File: config.mk
export PLATFORM = sky130hd
export DESIGN_NAME = mc_control
export DESIGN_NICKNAME = d
export VERILOG_FILES = /design/src/rtl/mc_control.sv
export SDC_FILE = /design/constraint.sdc
export NUM_CORES = 1
export LEC_CHECK = 0
export BUFFER_PORTS_ARGS = -buffer_cell sky130_fd_sc_hd__buf_2
export CAP_MARGIN = 0
export CORE_UTILIZATION = 35
export DETAILED_ROUTE_END_ITERATION = 8
export PLACE_DENSITY = 0.61
export SLEW_MARGIN = 25
export SYNTH_ARGS = -nofsm -noshare
export SYNTH_HDL_FRONTEND = slang
export SYNTH_SLANG_ARGS = --single-unit
File: constraint.sdc
create_clock -name clk -period 5 [get_ports clk]
set_input_delay 0.75 -clock clk [delete_from_list [all_inputs] [get_ports clk]]
set_output_delay 0.75 -clock clk [all_outputs]
set_load 0.03 [all_outputs]
File: src/rtl/mc_control.sv
// Multi-cycle main control unit: Moore FSM sequencing the shared datapath,
// plus a retired-instruction counter and halt flag for benches.
module mc_control #(
  parameter int CNT_W = 32
) (
  input  logic             clk,
  input  logic             reset,
  input  logic [5:0]       opcode,
  output logic             pc_write,
  output logic             pc_write_cond,
  output logic             i_or_d,
  output logic             mem_read,
  output logic             mem_write,
  output logic             ir_write,
  output logic             mem_to_reg,
  output logic             reg_dst,
  output logic             reg_write,
  output logic             alu_src_a,
  output logic [1:0]       alu_src_b,
  output logic [1:0]       alu_op,
  output logic [1:0]       pc_source,
  output logic [3:0]       state,
  output logic             instr_done,
  output logic             halted,
  output logic [CNT_W-1:0] retired
);

  localparam logic [3:0] S_FETCH   = 4'd0;
  localparam logic [3:0] S_DECODE  = 4'd1;
  localparam logic [3:0] S_MEMADR  = 4'd2;
  localparam logic [3:0] S_MEMRD   = 4'd3;
  localparam logic [3:0] S_MEMWB   = 4'd4;
  localparam logic [3:0] S_MEMWR   = 4'd5;
  localparam logic [3:0] S_RTEXE   = 4'd6;
  localparam logic [3:0] S_RTWB    = 4'd7;
  localparam logic [3:0] S_BEQ     = 4'd8;
  localparam logic [3:0] S_JUMP    = 4'd9;
  localparam logic [3:0] S_ADDIEXE = 4'd10;
  localparam logic [3:0] S_ADDIWB  = 4'd11;
  localparam logic [3:0] S_HALT    = 4'd12;

  localparam logic [5:0] OP_RTYPE = 6'b000000;
  localparam logic [5:0] OP_LW    = 6'b100011;
  localparam logic [5:0] OP_SW    = 6'b101011;
  localparam logic [5:0] OP_BEQ   = 6'b000100;
  localparam logic [5:0] OP_J     = 6'b000010;
  localparam logic [5:0] OP_ADDI  = 6'b001000;

  typedef struct packed {
    logic       pc_write;
    logic       pc_write_cond;
    logic       i_or_d;
    logic       mem_read;
    logic       mem_write;
    logic       ir_write;
    logic       mem_to_reg;
    logic       reg_dst;
    logic       reg_write;
    logic       alu_src_a;
    logic [1:0] alu_src_b;
    logic [1:0] alu_op;
    logic [1:0] pc_source;
    logic       instr_done;
    logic       halted;
  } ctrl_t;

  logic [3:0] state_q, state_d;
  ctrl_t      ctrl;

  always_ff @(posedge clk or posedge reset) begin
    if (reset) state_q <= S_FETCH;
    else       state_q <= state_d;
  end

  always_comb begin
    state_d = S_FETCH;
    case (state_q)
      S_FETCH:  state_d = S_DECODE;
      S_DECODE: begin
        case (opcode)
          OP_RTYPE:     state_d = S_RTEXE;
          OP_LW, OP_SW: state_d = S_MEMADR;
          OP_BEQ:       state_d = S_BEQ;
          OP_J:         state_d = S_JUMP;
          OP_ADDI:      state_d = S_ADDIEXE;
          default:      state_d = S_HALT;
        endcase
      end
      S_MEMADR:  state_d = (opcode == OP_LW) ? S_MEMRD : S_MEMWR;
      S_MEMRD:   state_d = S_MEMWB;
      S_RTEXE:   state_d = S_RTWB;
      S_ADDIEXE: state_d = S_ADDIWB;
      S_HALT:    state_d = S_HALT;
      // Completing states and the unused encodings all fall back to FETCH.
      default:   state_d = S_FETCH;
    endcase
  end

  always_comb begin
    ctrl = '0;
    case (state_q)
      S_FETCH: begin
        ctrl.mem_read  = 1'b1;
        ctrl.ir_write  = 1'b1;
        ctrl.pc_write  = 1'b1;
        ctrl.alu_src_b = 2'b01;
      end
      S_DECODE: ctrl.alu_src_b = 2'b11;
      S_MEMADR, S_ADDIEXE: begin
        ctrl.alu_src_a = 1'b1;
        ctrl.alu_src_b = 2'b10;
      end
      S_MEMRD: begin
        ctrl.mem_read = 1'b1;
        ctrl.i_or_d   = 1'b1;
      end
      S_MEMWB: begin
        ctrl.reg_write  = 1'b1;
        ctrl.mem_to_reg = 1'b1;
        ctrl.instr_done = 1'b1;
      end
      S_MEMWR: begin
        ctrl.mem_write  = 1'b1;
        ctrl.i_or_d     = 1'b1;
        ctrl.instr_done = 1'b1;
      end
      S_RTEXE: begin
        ctrl.alu_src_a = 1'b1;
        ctrl.alu_op    = 2'b10;
      end
      S_RTWB: begin
        ctrl.reg_write  = 1'b1;
        ctrl.reg_dst    = 1'b1;
        ctrl.instr_done = 1'b1;
      end
      S_BEQ: begin
        ctrl.alu_src_a     = 1'b1;
        ctrl.alu_op        = 2'b01;
        ctrl.pc_write_cond = 1'b1;
        ctrl.pc_source     = 2'b01;
        ctrl.instr_done    = 1'b1;
      end
      S_JUMP: begin
        ctrl.pc_write   = 1'b1;
        ctrl.pc_source  = 2'b10;
        ctrl.instr_done = 1'b1;
      end
      S_ADDIWB: begin
        ctrl.reg_write  = 1'b1;
        ctrl.instr_done = 1'b1;
      end
      S_HALT:  ctrl.halted = 1'b1;
      default: ctrl = '0;
    endcase
  end

  // Wraps freely; a reset mid-instruction discards the partial instruction.
  always_ff @(posedge clk or posedge reset) begin
    if (reset)                retired <= '0;
    else if (ctrl.instr_done) retired <= retired + CNT_W'(1);
  end

  assign pc_write      = ctrl.pc_write;
  assign pc_write_cond = ctrl.pc_write_cond;
  assign i_or_d        = ctrl.i_or_d;
  assign mem_read      = ctrl.mem_read;
  assign mem_write     = ctrl.mem_write;
  assign ir_write      = ctrl.ir_write;
  assign mem_to_reg    = ctrl.mem_to_reg;
  assign reg_dst       = ctrl.reg_dst;
  assign reg_write     = ctrl.reg_write;
  assign alu_src_a     = ctrl.alu_src_a;
  assign alu_src_b     = ctrl.alu_src_b;
  assign alu_op        = ctrl.alu_op;
  assign pc_source     = ctrl.pc_source;
  assign instr_done    = ctrl.instr_done;
  assign halted        = ctrl.halted;
  assign state         = state_q;

endmodule

==> flow_summary.yaml <==
global_route:
  antenna_found_initial: 0
  grt_usage_pct: 15.5
  grt_start_max_net_pins: 37
  grt_pass1_wl_um: 7180
  grt_overflow: 0
  first_global_vias: 1511
drt:
  dr_total_vias: 1649
  vias_per_cell: 5.06
  drc: 0
  dr.pass1.iters: 4
  drt_iter0_drc: 70
  highest_layer: "met4"
  met1Wirelength_um: 2040
  ant_nets: 0
  met3_length_um: 183
  finalWirelength_um: 4230
  wl_met2_um: 1980
  wire_per_inst_um: 13.0
layout:
  final_util_pct: 45.1
  area_delta_synth_final_pct: 21.7
  instances_no_fill: 326
  antenna_cells: 0
  drive_gt1_share_pct: 30.1
  nets: 265
place:
  dp_hpwl_um: 3050
  io_buffer_count: 61
  gp_congestion: 0.810
  dpl.cell_count: 319
sta:
  period_share_pct: 50.6
  tightest_slew_ns: 0.804
  finalCriticalPeriod_ns: 2.53
  finalSetupTns_ns: 0
  hold_violations: 0
  maxSlewHeadroom_pct: 46.0
  rsz0062_at_grt: "no"
  max_freq_ghz: 0.395
  skew_ns: 0.00214
  slew_viol_final: 0
  setup_viol: 0
cts:
  clkSlewWorstSetupHoldPaths_ns: 0.07
  cts_setup_buffers: 0
  cts_tree: "yes"
  ctsHoldBuffers: 0
  cts_buffers: 5
  clock_latency_ns: 0.28
  cts.path.max_buffers: 2
  clock-sinks: 36
  cts-root-buf: "clkbuf_8"
  htree_levels: 2
  ctsResizeCount: 0
setup_path:
  crit_cells: 3
  worstSetupStartpointType: "flip-flop"
  timing_worst_setup_path_type: "reg -> out"
  reg2regPathDepth: 4
  crit_slowest_cell: "dfrtp_1"
  required_ns: 4.25
  slowest_delay_ns: 0.55
  end_kind: "output port"
  path_delay_family: "simple AND/OR/NAND/NOR gates"
  path_buf_inv: 1
  critPathArrivalTime_ns: 1.78
  cp_max_fo: 13
  path_cells: "nor2b_1, nor2_1, buf_2"
synthesis:
  yosys-top-cells-area: "dfrtp_1 (46%), xnor2_1 (14%), nand4_1 (6.5%), nor2_1 (3.9%), nand3_1 (3.1%)"
  yosysUniqueCellTypes: 35
  synth.mux.area_fraction_pct: 0.581
  yosys_warnings: 0
  synth_compound_area_share_pct: 5.29
  yosys.area_share.simple_pct: 28.4
  synth_top_area_share_pct: 46.5
  yosysSeqAreaShare_pct: 46.5
  syn_area_um2: 1940
  synth_xor_area_share_pct: 14.9
  syn-instance-count: 197
  synth_fa_ha_area_share_pct: 0.645
  synth_area_per_cell_um2: 9.84
  syn_nets: 206
  ys_ff_latch: 36
  yosysTopAreaCell: "dfrtp_1"
  synth_top_family_by_area: "simple AND/OR/NAND/NOR gates"
worst_hold_path:
  holdCritPathClass: "reg -> reg"
  hold_depth: 1
floorplanning:
  io-pin-count: 62
  die_h_um: 76.4
  core-area_um2: 5240
  start_util_pct: 37.0
  rows: 26
  die_area_um2: 5840
  dieWidth_um: 76.4
power:
  powerDensity_nw_per_um2: 455
  ir_worst_vdd_uv: 202
  leakage_nw: 1.12
run:
  drv_cap: 0
run_status:
  outcome: "finished, final reports clean"
-- power by group --
| group | total, mW | leakage (nW) | internal (mW) | switching, mW |
|---|---|---|---|---|
| Combinational | 0.498 | 0.595 | 0.152 | 0.346 |
| Sequential | 0.385 | 0.489 | 0.328 | 0.0570 |
| Clock | 0.191 | 0.0410 | 0.0946 | 0.0960 |
-- metal layers --
metal,track usage [%],vias up
li1,-,815
met1,20.5,791
met2,24.3,37
met3,4.67,6
met4,4.62,0
met5,0,-
-- worst reg2reg max path: stages, from the launching register on --
cell and delay, ns:
dfrtp_1 0.48, xnor2_1 0.27, nor4_4 0.78, nand4_1 0.21
xnor2_1 0.18
-- metrics by stage --
step	setup WS (ns)	cell area [um^2]	hold slack [ns]	power (mW)
final	2.47	2360	0.470	1.07
after CTS	2.46	2360	0.475	1.09
after floorplan	2.40	1940	0.653	0.763
after global placement	2.83	2280	0.464	0.888
after detailed placement	2.77	2280	0.461	0.892
after global routing	2.36	2360	0.500	1.14
-- flip-flops by register name, summed over array words and instances, names as in the netlist --
register / cells
state: 4
retired: 32
-- final cells by class --
cell class	count	area [um^2]
clock buffers	6	72.6
fillers	544	2880
multi-input cells	148	971
inverters	3	11.3
clock inverters	1	5.00
repair buffers	62	313
well taps	70	87.6
flip-flops and latches	36	901
-- synthesized netlist by cell type --
library cell / n
mux2_2: 1
o311ai_0: 1
buf_4: 1
nor4_4: 1
o21ai_0: 4
nand3b_1: 2
nor4b_4: 1
nand2b_1: 3
nand2_1: 12
a221oi_1: 1
and4_1: 3
xnor2_1: 31
or2_2: 3
nor2b_1: 1
nand4_1: 20
inv_1: 3
dfrtp_1: 36
a31o_2: 1
buf_2: 4
nor2_1: 20
clkbuf_1: 3
o31ai_1: 1
and2_1: 3
ha_1: 1
nor4_1: 2
nor3_1: 6
o22ai_1: 3
or2b_1: 1
a41o_1: 1
and3_1: 6
nand3_1: 12
or3b_2: 1
buf_6: 2
a21oi_1: 4
xor2_1: 2
-- path summary, 6_finish.rpt --
| kind | startpoint | end | slack (ns) |
|---|---|---|---|
| worst max-delay path | state[1] | instr_done | 2.47 |
| worst max register to register | state[2] | retired[29] | 2.97 |
| worst min-delay path | retired[31] | retired[31] | 0.47 |
| worst min register to register | retired[31] | retired[31] | 0.47 |
| max in group asynchronous | reset | retired[17] | 4.12 |
| min in group asynchronous | reset | retired[0] | 0.56 |
-- cell families after synthesis --
family                   after synthesis
AO/OA/AOI/OAI                         16
XOR/XNOR                              33
adder cells (fa/ha/maj)                1
buffers and inverters                 13
flip-flops                            36
multiplexers                           1
AND/OR/NAND/NOR                       97
-- placed cells by master (no fill, tap or decap), types with 2 or more instances in the layout --
| cell type | n |
|---|---|
| and4_1 | 3 |
| nand3b_1 | 2 |
| dfrtp_1 | 36 |
| nand2_1 | 12 |
| and3_1 | 6 |
| nand3_1 | 12 |
| nor2_1 | 20 |
| o22ai_1 | 3 |
| buf_2 | 61 |
| nand2b_1 | 3 |
| and2_1 | 3 |
| xnor2_1 | 31 |
| inv_1 | 3 |
| o21ai_0 | 4 |
| nand4_1 | 20 |
| xor2_1 | 2 |
| or2_2 | 3 |
| clkbuf_8 | 5 |
| nor4_1 | 2 |
| nor3_1 | 5 |
| a21oi_1 | 4 |
No activity file was read; power rests on OpenSTA's default activity.
